[config.mk]
export PLATFORM = sky130hd
export DESIGN_NAME = ccc_lock_monitor
export DESIGN_NICKNAME = d
export VERILOG_FILES = /design/src/rtl/ccc_mon_pkg.sv /design/src/rtl/lock_sync.sv /design/src/rtl/ccc_lock_monitor.sv
export SDC_FILE = /design/constraint.sdc
export NUM_CORES = 1
export LEC_CHECK = 0
export CAP_MARGIN = 20
export CORE_UTILIZATION = 50
export DETAILED_ROUTE_END_ITERATION = 8
export PLACE_DENSITY = 0.88
export SYNTH_ARGS = -nofsm -noshare
export SYNTH_HDL_FRONTEND = slang
export SYNTH_SLANG_ARGS = --single-unit
[constraint.sdc]
create_clock -name CLK -period 2 [get_ports CLK]
set_input_delay 0.3 -clock CLK [delete_from_list [all_inputs] [get_ports CLK]]
set_output_delay 0.3 -clock CLK [all_outputs]
set_load 0.1 [all_outputs]
[src/rtl/ccc_mon_pkg.sv]
`default_nettype none
// ============================================================================
// Module   : ccc_mon_pkg
// Brief    : Shared types and default constants for the CCC lock monitor.
//            State encoding is visible on the STATE port, so the values below
//            are part of the external interface.
// Revision : 1.0 - initial release
// ============================================================================
package ccc_mon_pkg;

  // Monitor states, encoded as exposed on STATE
  typedef enum logic [1:0] {
    ST_WAIT_LOCK = 2'd0,
    ST_QUALIFY   = 2'd1,
    ST_RUN       = 2'd2,
    ST_FAULT     = 2'd3
  } mon_state_e;

  // Default parameter values for ccc_lock_monitor
  localparam int unsigned c_lock_sync_stages_def = 2;
  localparam int unsigned c_stable_cycles_def    = 1024;
  localparam int unsigned c_rst_hold_cycles_def  = 16;
  localparam int unsigned c_cnt_w_def            = 16;

  // Width needed to count 0..n-1 (at least one bit)
  function automatic int unsigned cnt_width(input int unsigned n);
    return (n > 1) ? $clog2(n) : 1;
  endfunction

endpackage
`default_nettype wire

[src/rtl/lock_sync.sv]
`default_nettype none
// ============================================================================
// Module   : lock_sync
// Brief    : Multi-flop synchronizer bringing the asynchronous CCC LOCK
//            indicator into the CLK domain. Cleared by the monitor reset.
// Revision : 1.0 - initial release
// ============================================================================
module lock_sync #(
  parameter int unsigned STAGES = 2
) (
  input  logic CLK,
  input  logic RESETN,
  input  logic D,
  output logic Q
);

  logic [STAGES-1:0] sync_q;

  // Shift the raw input through the synchronizer chain
  always_ff @(posedge CLK or negedge RESETN) begin
    if (!RESETN) begin
      sync_q <= '0;
    end else begin
      sync_q <= {sync_q[STAGES-2:0], D};
    end
  end

  assign Q = sync_q[STAGES-1];

endmodule
`default_nettype wire

[src/rtl/ccc_lock_monitor.sv]
`default_nettype none
// ============================================================================
// Module   : ccc_lock_monitor
// Brief    : Watches the CCC LOCK indicator, holds downstream logic in reset
//            until LOCK has been stable for STABLE_CYCLES, and forces a
//            RST_HOLD_CYCLES reset pulse on any lock loss while running.
//            Lock losses are flagged (sticky LOCK_LOST) and counted.
// Config   : CCC_LOCK_MON_LOSS_CNT_EN - when defined, LOSS_CNT is a
//            saturating lock-loss counter; otherwise LOSS_CNT is tied to 0.
// Revision : 1.0 - initial release
// ============================================================================
module ccc_lock_monitor
  import ccc_mon_pkg::*;
#(
  parameter int unsigned LOCK_SYNC_STAGES = c_lock_sync_stages_def,
  parameter int unsigned STABLE_CYCLES    = c_stable_cycles_def,
  parameter int unsigned RST_HOLD_CYCLES  = c_rst_hold_cycles_def,
  parameter int unsigned CNT_W            = c_cnt_w_def
) (
  input  logic             CLK,
  input  logic             RESETN,
  input  logic             LOCK,
  input  logic             CLR_CNT,
  output logic             RST_OUT_N,
  output logic             READY,
  output logic             LOCK_LOST,
  output logic [CNT_W-1:0] LOSS_CNT,
  output logic [1:0]       STATE
);

  localparam int unsigned STB_W = cnt_width(STABLE_CYCLES);
  localparam int unsigned HLD_W = cnt_width(RST_HOLD_CYCLES);
  localparam logic [STB_W-1:0] c_stb_last = STB_W'(STABLE_CYCLES - 1);
  localparam logic [HLD_W-1:0] c_hld_last = HLD_W'(RST_HOLD_CYCLES - 1);

  logic             lock_s;
  mon_state_e       state_q;
  logic [STB_W-1:0] stb_cnt_q;
  logic [HLD_W-1:0] hld_cnt_q;
  logic             rst_out_n_q;
  logic             ready_q;
  logic             lock_lost_q;
  logic             loss_evt;

  lock_sync #(
    .STAGES (LOCK_SYNC_STAGES)
  ) u_lock_sync (
    .CLK    (CLK),
    .RESETN (RESETN),
    .D      (LOCK),
    .Q      (lock_s)
  );

  // A loss event is a synchronized lock drop observed while running
  assign loss_evt = (state_q == ST_RUN) && !lock_s;

  // Lock qualification / fault-hold FSM with registered reset and ready outputs
  always_ff @(posedge CLK or negedge RESETN) begin
    if (!RESETN) begin
      state_q     <= ST_WAIT_LOCK;
      stb_cnt_q   <= '0;
      hld_cnt_q   <= '0;
      rst_out_n_q <= 1'b0;
      ready_q     <= 1'b0;
    end else begin
      case (state_q)
        ST_WAIT_LOCK: begin
          if (lock_s) begin
            state_q   <= ST_QUALIFY;
            stb_cnt_q <= '0;
          end
        end
        ST_QUALIFY: begin
          if (!lock_s) begin
            state_q   <= ST_WAIT_LOCK;
            stb_cnt_q <= '0;
          end else if (stb_cnt_q == c_stb_last) begin
            state_q     <= ST_RUN;
            rst_out_n_q <= 1'b1;
            ready_q     <= 1'b1;
          end else begin
            stb_cnt_q <= stb_cnt_q + STB_W'(1);
          end
        end
        ST_RUN: begin
          if (!lock_s) begin
            state_q     <= ST_FAULT;
            hld_cnt_q   <= '0;
            rst_out_n_q <= 1'b0;
            ready_q     <= 1'b0;
          end
        end
        ST_FAULT: begin
          // Hold time is fixed; LOCK is deliberately ignored here
          if (hld_cnt_q == c_hld_last) begin
            state_q <= ST_WAIT_LOCK;
          end else begin
            hld_cnt_q <= hld_cnt_q + HLD_W'(1);
          end
        end
        default: begin
          state_q     <= ST_WAIT_LOCK;
          rst_out_n_q <= 1'b0;
          ready_q     <= 1'b0;
        end
      endcase
    end
  end

  // Sticky loss flag; a coincident loss event takes priority over a clear
  always_ff @(posedge CLK or negedge RESETN) begin
    if (!RESETN) begin
      lock_lost_q <= 1'b0;
    end else if (loss_evt) begin
      lock_lost_q <= 1'b1;
    end else if (CLR_CNT) begin
      lock_lost_q <= 1'b0;
    end
  end

`ifdef CCC_LOCK_MON_LOSS_CNT_EN
  logic [CNT_W-1:0] loss_cnt_q;

  // Saturating loss counter; a coincident loss event takes priority over a clear
  always_ff @(posedge CLK or negedge RESETN) begin
    if (!RESETN) begin
      loss_cnt_q <= '0;
    end else if (loss_evt) begin
      if (loss_cnt_q != '1) begin
        loss_cnt_q <= loss_cnt_q + CNT_W'(1);
      end
    end else if (CLR_CNT) begin
      loss_cnt_q <= '0;
    end
  end

  assign LOSS_CNT = loss_cnt_q;
`else
  assign LOSS_CNT = '0;
`endif

  assign RST_OUT_N = rst_out_n_q;
  assign READY     = ready_q;
  assign LOCK_LOST = lock_lost_q;
  assign STATE     = state_q;

endmodule
`default_nettype wire

==> summary.txt, run 1 <==
Outcome
  • Status: completed

Clock tree
  • Reg clk slew, reported paths: ~0.11 ns
  • Maximum buffer depth of the clock tree: 2
  • Post-CTS setup buffers: 0
  • Clock root cell: clkbuf_4
  • Inserted Clock Buffers: 3
  • # resized after CTS: 0
  • Worst-Skew Late Latency: between 0.3 and 0.4 ns
  • CTS Sinks: 20
  • CTS tree: done
  • CTS H-tree depth: 1
  • Hold Buf Count CTS: 0

Power
  • Switching Fraction: 0.3257
  • Pwr/cell area: about 700 mW/mm²
  • Combinational power share: 0.199
  • Worst vdd ir: around 0.51 mV
  • Clock power share: 0.354
  • Seq pwr share: 0.447
  • Net Sw Power: 0.0003067 W
  • P_int: 0.0006351 W
  • Leak Pwr: between 0.6 and 0.7 nW

Global routing
  • Total track usage: 0.1925
  • Initial antenna violation count: 0
  • GR Util met1: 0.2481
  • GRT overflow: 0
  • Vias in the first global route: 861
  • First-pass GRT wire length: 3788 µm
  • Grt met3 use: 0.01754
  • Largest net degree at the start of global routing: 21
  • Routing usage on met2: 0.3184
  • Gr busiest metal: met2

Layout
  • Post-route cell area: approximately 0.0013 mm²
  • Layout cells sized above 1: 0.1533
  • Fin util: 0.5882
  • Synth-to-Final Area Change: 7.754%
  • Antenna fix cells: 0
  • Non-filler cells, final: approximately 170
  • Final #Nets: about 140

STA
  • Worst-margin pin slew: 0.5755 ns
  • Final Skew: 0.002537 ns
  • Final TNS setup: 0 ns
  • Final Cycle Share: 0.8869
  • Endpoints failing hold: 0
  • RSZ-0062 raised after global routing: no
  • Highest clock rate: approximately 0.56 GHz
  • Slew headroom: 0.6155
  • Slew Limit Fails: 0
  • Final setup fails: 0
  • Tmin final: 1.774 ns

Setup path
  • Cell family with most CP delay: simple AND/OR/NAND/NOR gates
  • Flop2flop setup slack: 0.23 ns
  • Crit end category: flip-flop
  • Slowest CP cell: dfrtp_1
  • Crit Path Class: reg2reg
  • WP buf/inv: 0
  • FF-to-FF End: STATE[0]$_DFFE_PN0P_
  • CP Launch Type: flip-flop
  • Crit-path cells: ha_1 > nand4_2 > nor3_2 > a21oi_1 > or3_1
  • Slowest stage delay, CP: 0.42 ns
  • R2R depth: 5
  • Critical path arrival: 1.97 ns
  • Critical-path maximum fanout: 5
  • WP depth: 5
  • Data required time at the worst endpoint: 2.20 ns
  • Reg2reg start: stb_cnt_q[0]$_DFFE_PN0P_
  • CP startpoint: stb_cnt_q[0]$_DFFE_PN0P_
  • Capture point of the critical path: STATE[0]$_DFFE_PN0P_

Logic synthesis
  • Yosys warning count: 0
  • Cell taking the most area after synthesis: dfrtp_1
  • Synthesized flop and latch total: 20
  • Simple-Gate Fraction of Synth Area: 0.2367
  • Largest family of logic cells by synthesized area: simple AND/OR/NAND/NOR gates
  • Post-synthesis mux area share: 0.04028
  • Top_reg_cell synth: dfrtp_1
  • Post-synth top area share: 0.4028
  • Cells after Synth: 129
  • Async SR Flop Fraction: 1.000
  • Adder-cell share of the synthesized area: 0.02014
  • Largest cells by area after synthesis: dfrtp_1, buf_4, nand2_1
  • EDFF count, synth: 0
  • Register area share after synthesis: 0.4028
  • Post-synth top cells: dfrtp_1, buf_4, nand2_1
  • Syn Std Cell Area: 0.001242 mm²
  • Post-synthesis compound-gate area fraction: 0.1249
  • Yosys cell types: 40
  • Post-Synth XOR/XNOR Area: 0.03525
  • Avg Synthesized Cell Area: 9.631 µm²
  • Top-count cell post-synth: dfrtp_1

Routing
  • Initial DRC count: 31
  • Pre-Repair DR Iteration Count: 4
  • Vias per cell: 5.830
  • Final WL: 2254 µm
  • Drt wl/cell: 13.66 µm
  • Antenna Nets Post-Route: 0
  • Vias post-DR: a little under 1k
  • DRC: 0

Die
  • I/O Pins: 25
  • Die Area: between 0.002 and 0.003 mm²
  • Row cnt: 17
  • Die X: 51.85 µm
  • Starting Density: 0.5459
  • Area of the core: 0.002276 mm²
  • Die Ht: 51.85 µm

Placement
  • Cell Area, Placed: between 0.001 and 0.0015 mm²
  • Placed cell count: about 160
  • Detail Placement HPWL: 1602 µm
  • IO buf count: 8
  • RD Place Congestion: between 0.8 and 0.9

Hold path
  • Worst Hold Class: in2async

Run
  • Max-cap viol count: 0
## sequential cells by signal (all words and copies together) (netlist names), named ones only
name,count
LOCK_LOST,1
READY,1
STATE,1
hld_cnt_q,4
stb_cnt_q,10
u_lock_sync.sync_q,2
## through the flow
step / setup slack, ns / hold WS (ns) / total power [W]
floorplan: 0.05869 / 0.004409 / 0.0006181
detailed placement: 0.3290 / 0.3405 / 0.0006159
CTS: 0.2668 / 0.3151 / 0.0009492
global route: 0.1414 / 0.3459 / 0.0009731
global placement: 0.4113 / 0.3325 / 0.0006136
finish: 0.2262 / 0.3106 / 0.0009418
## worst reg2reg max path: cells and delay by family, from the launching register on
kind                       cells  cell delay (ns)
and+or+nand+nor                3             0.86
AOI/OAI and AO/OA              1             0.11
adders and majority gates      1             0.28
DFF                            1             0.42
## power by group through the flow
stage	Sequential, W	Clock (W)	Combinational, W
global route	0.000422	0.000354	0.000196
finish	0.000421	0.000333	0.000188
global placement	0.000428	0	0.000186
floorplan	0.000431	0	0.000187
CTS	0.000421	0.000341	0.000187
detailed placement	0.000429	0	0.000187
## layout by cell type (no fill, tap or decap), types with 2 or more instances in the layout
cell	n
a2111oi_2	2
a21oi_1	2
and2_1	2
and3_1	2
and4_1	2
buf_12	2
buf_4	5
clkbuf_4	3
clkdlybuf4s50_1	3
conb_1	16
dfrtp_1	20
ha_1	2
inv_1	4
mux2i_1	5
nand2_1	14
nand2b_1	5
nand3_1	6
nand4_1	2
nand4_2	2
nor2_1	5
nor4_1	2
o21ai_0	4
o21ai_1	3
o31ai_1	3
xor2_1	5
## kinds of logic after synthesis
logic type	after synthesis
other	1
multiplexers	5
AO/OA/AOI/OAI	21
AND/OR/NAND/NOR	50
buffers and inverters	25
XOR/XNOR	5
flip-flops	20
adder cells (fa/ha/maj)	2
## worst min-delay path by stage
| stage | end | slack, ns | cells after the start |
|---|---|---|---|
| floorplan | LOCK_LOST$_DFFE_PN0P_ | 0.004 | 0 |
| global placement | u_lock_sync.sync_q[1]$_DFF_PN0_ | 0.33 | 0 |
| detailed placement | u_lock_sync.sync_q[1]$_DFF_PN0_ | 0.34 | 0 |
| CTS | stb_cnt_q[2]$_DFFE_PN0P_ | 0.32 | 2 |
| global route | stb_cnt_q[2]$_DFFE_PN0P_ | 0.35 | 2 |
| finish | stb_cnt_q[3]$_DFFE_PN0P_ | 0.31 | 2 |
## area by class of cell
class                   count  area, µm²
multi-input cells          99      628.1
well taps                  28      35.03
clock inverters             1      30.03
clock buffers               3      22.52
inverters                   4      15.01
flip-flops and latches     20      500.5
fillers                   179      937.1
repair buffers             10      107.6
## layer usage
layer | share of wire | wire length (µm)
met4 | 0.019 | 43
met2 | 0.49 | 1115
met5 | 0 | 0
met1 | 0.44 | 996
met3 | 0.043 | 98
Power figures use the tool's default switching activity.
==> inputs of run 2 (changes only) <==
SLEW_MARGIN = 5   (was default)
==> results of run 2 <==
Final layout, timing and power as in run 1 (identical DEF).
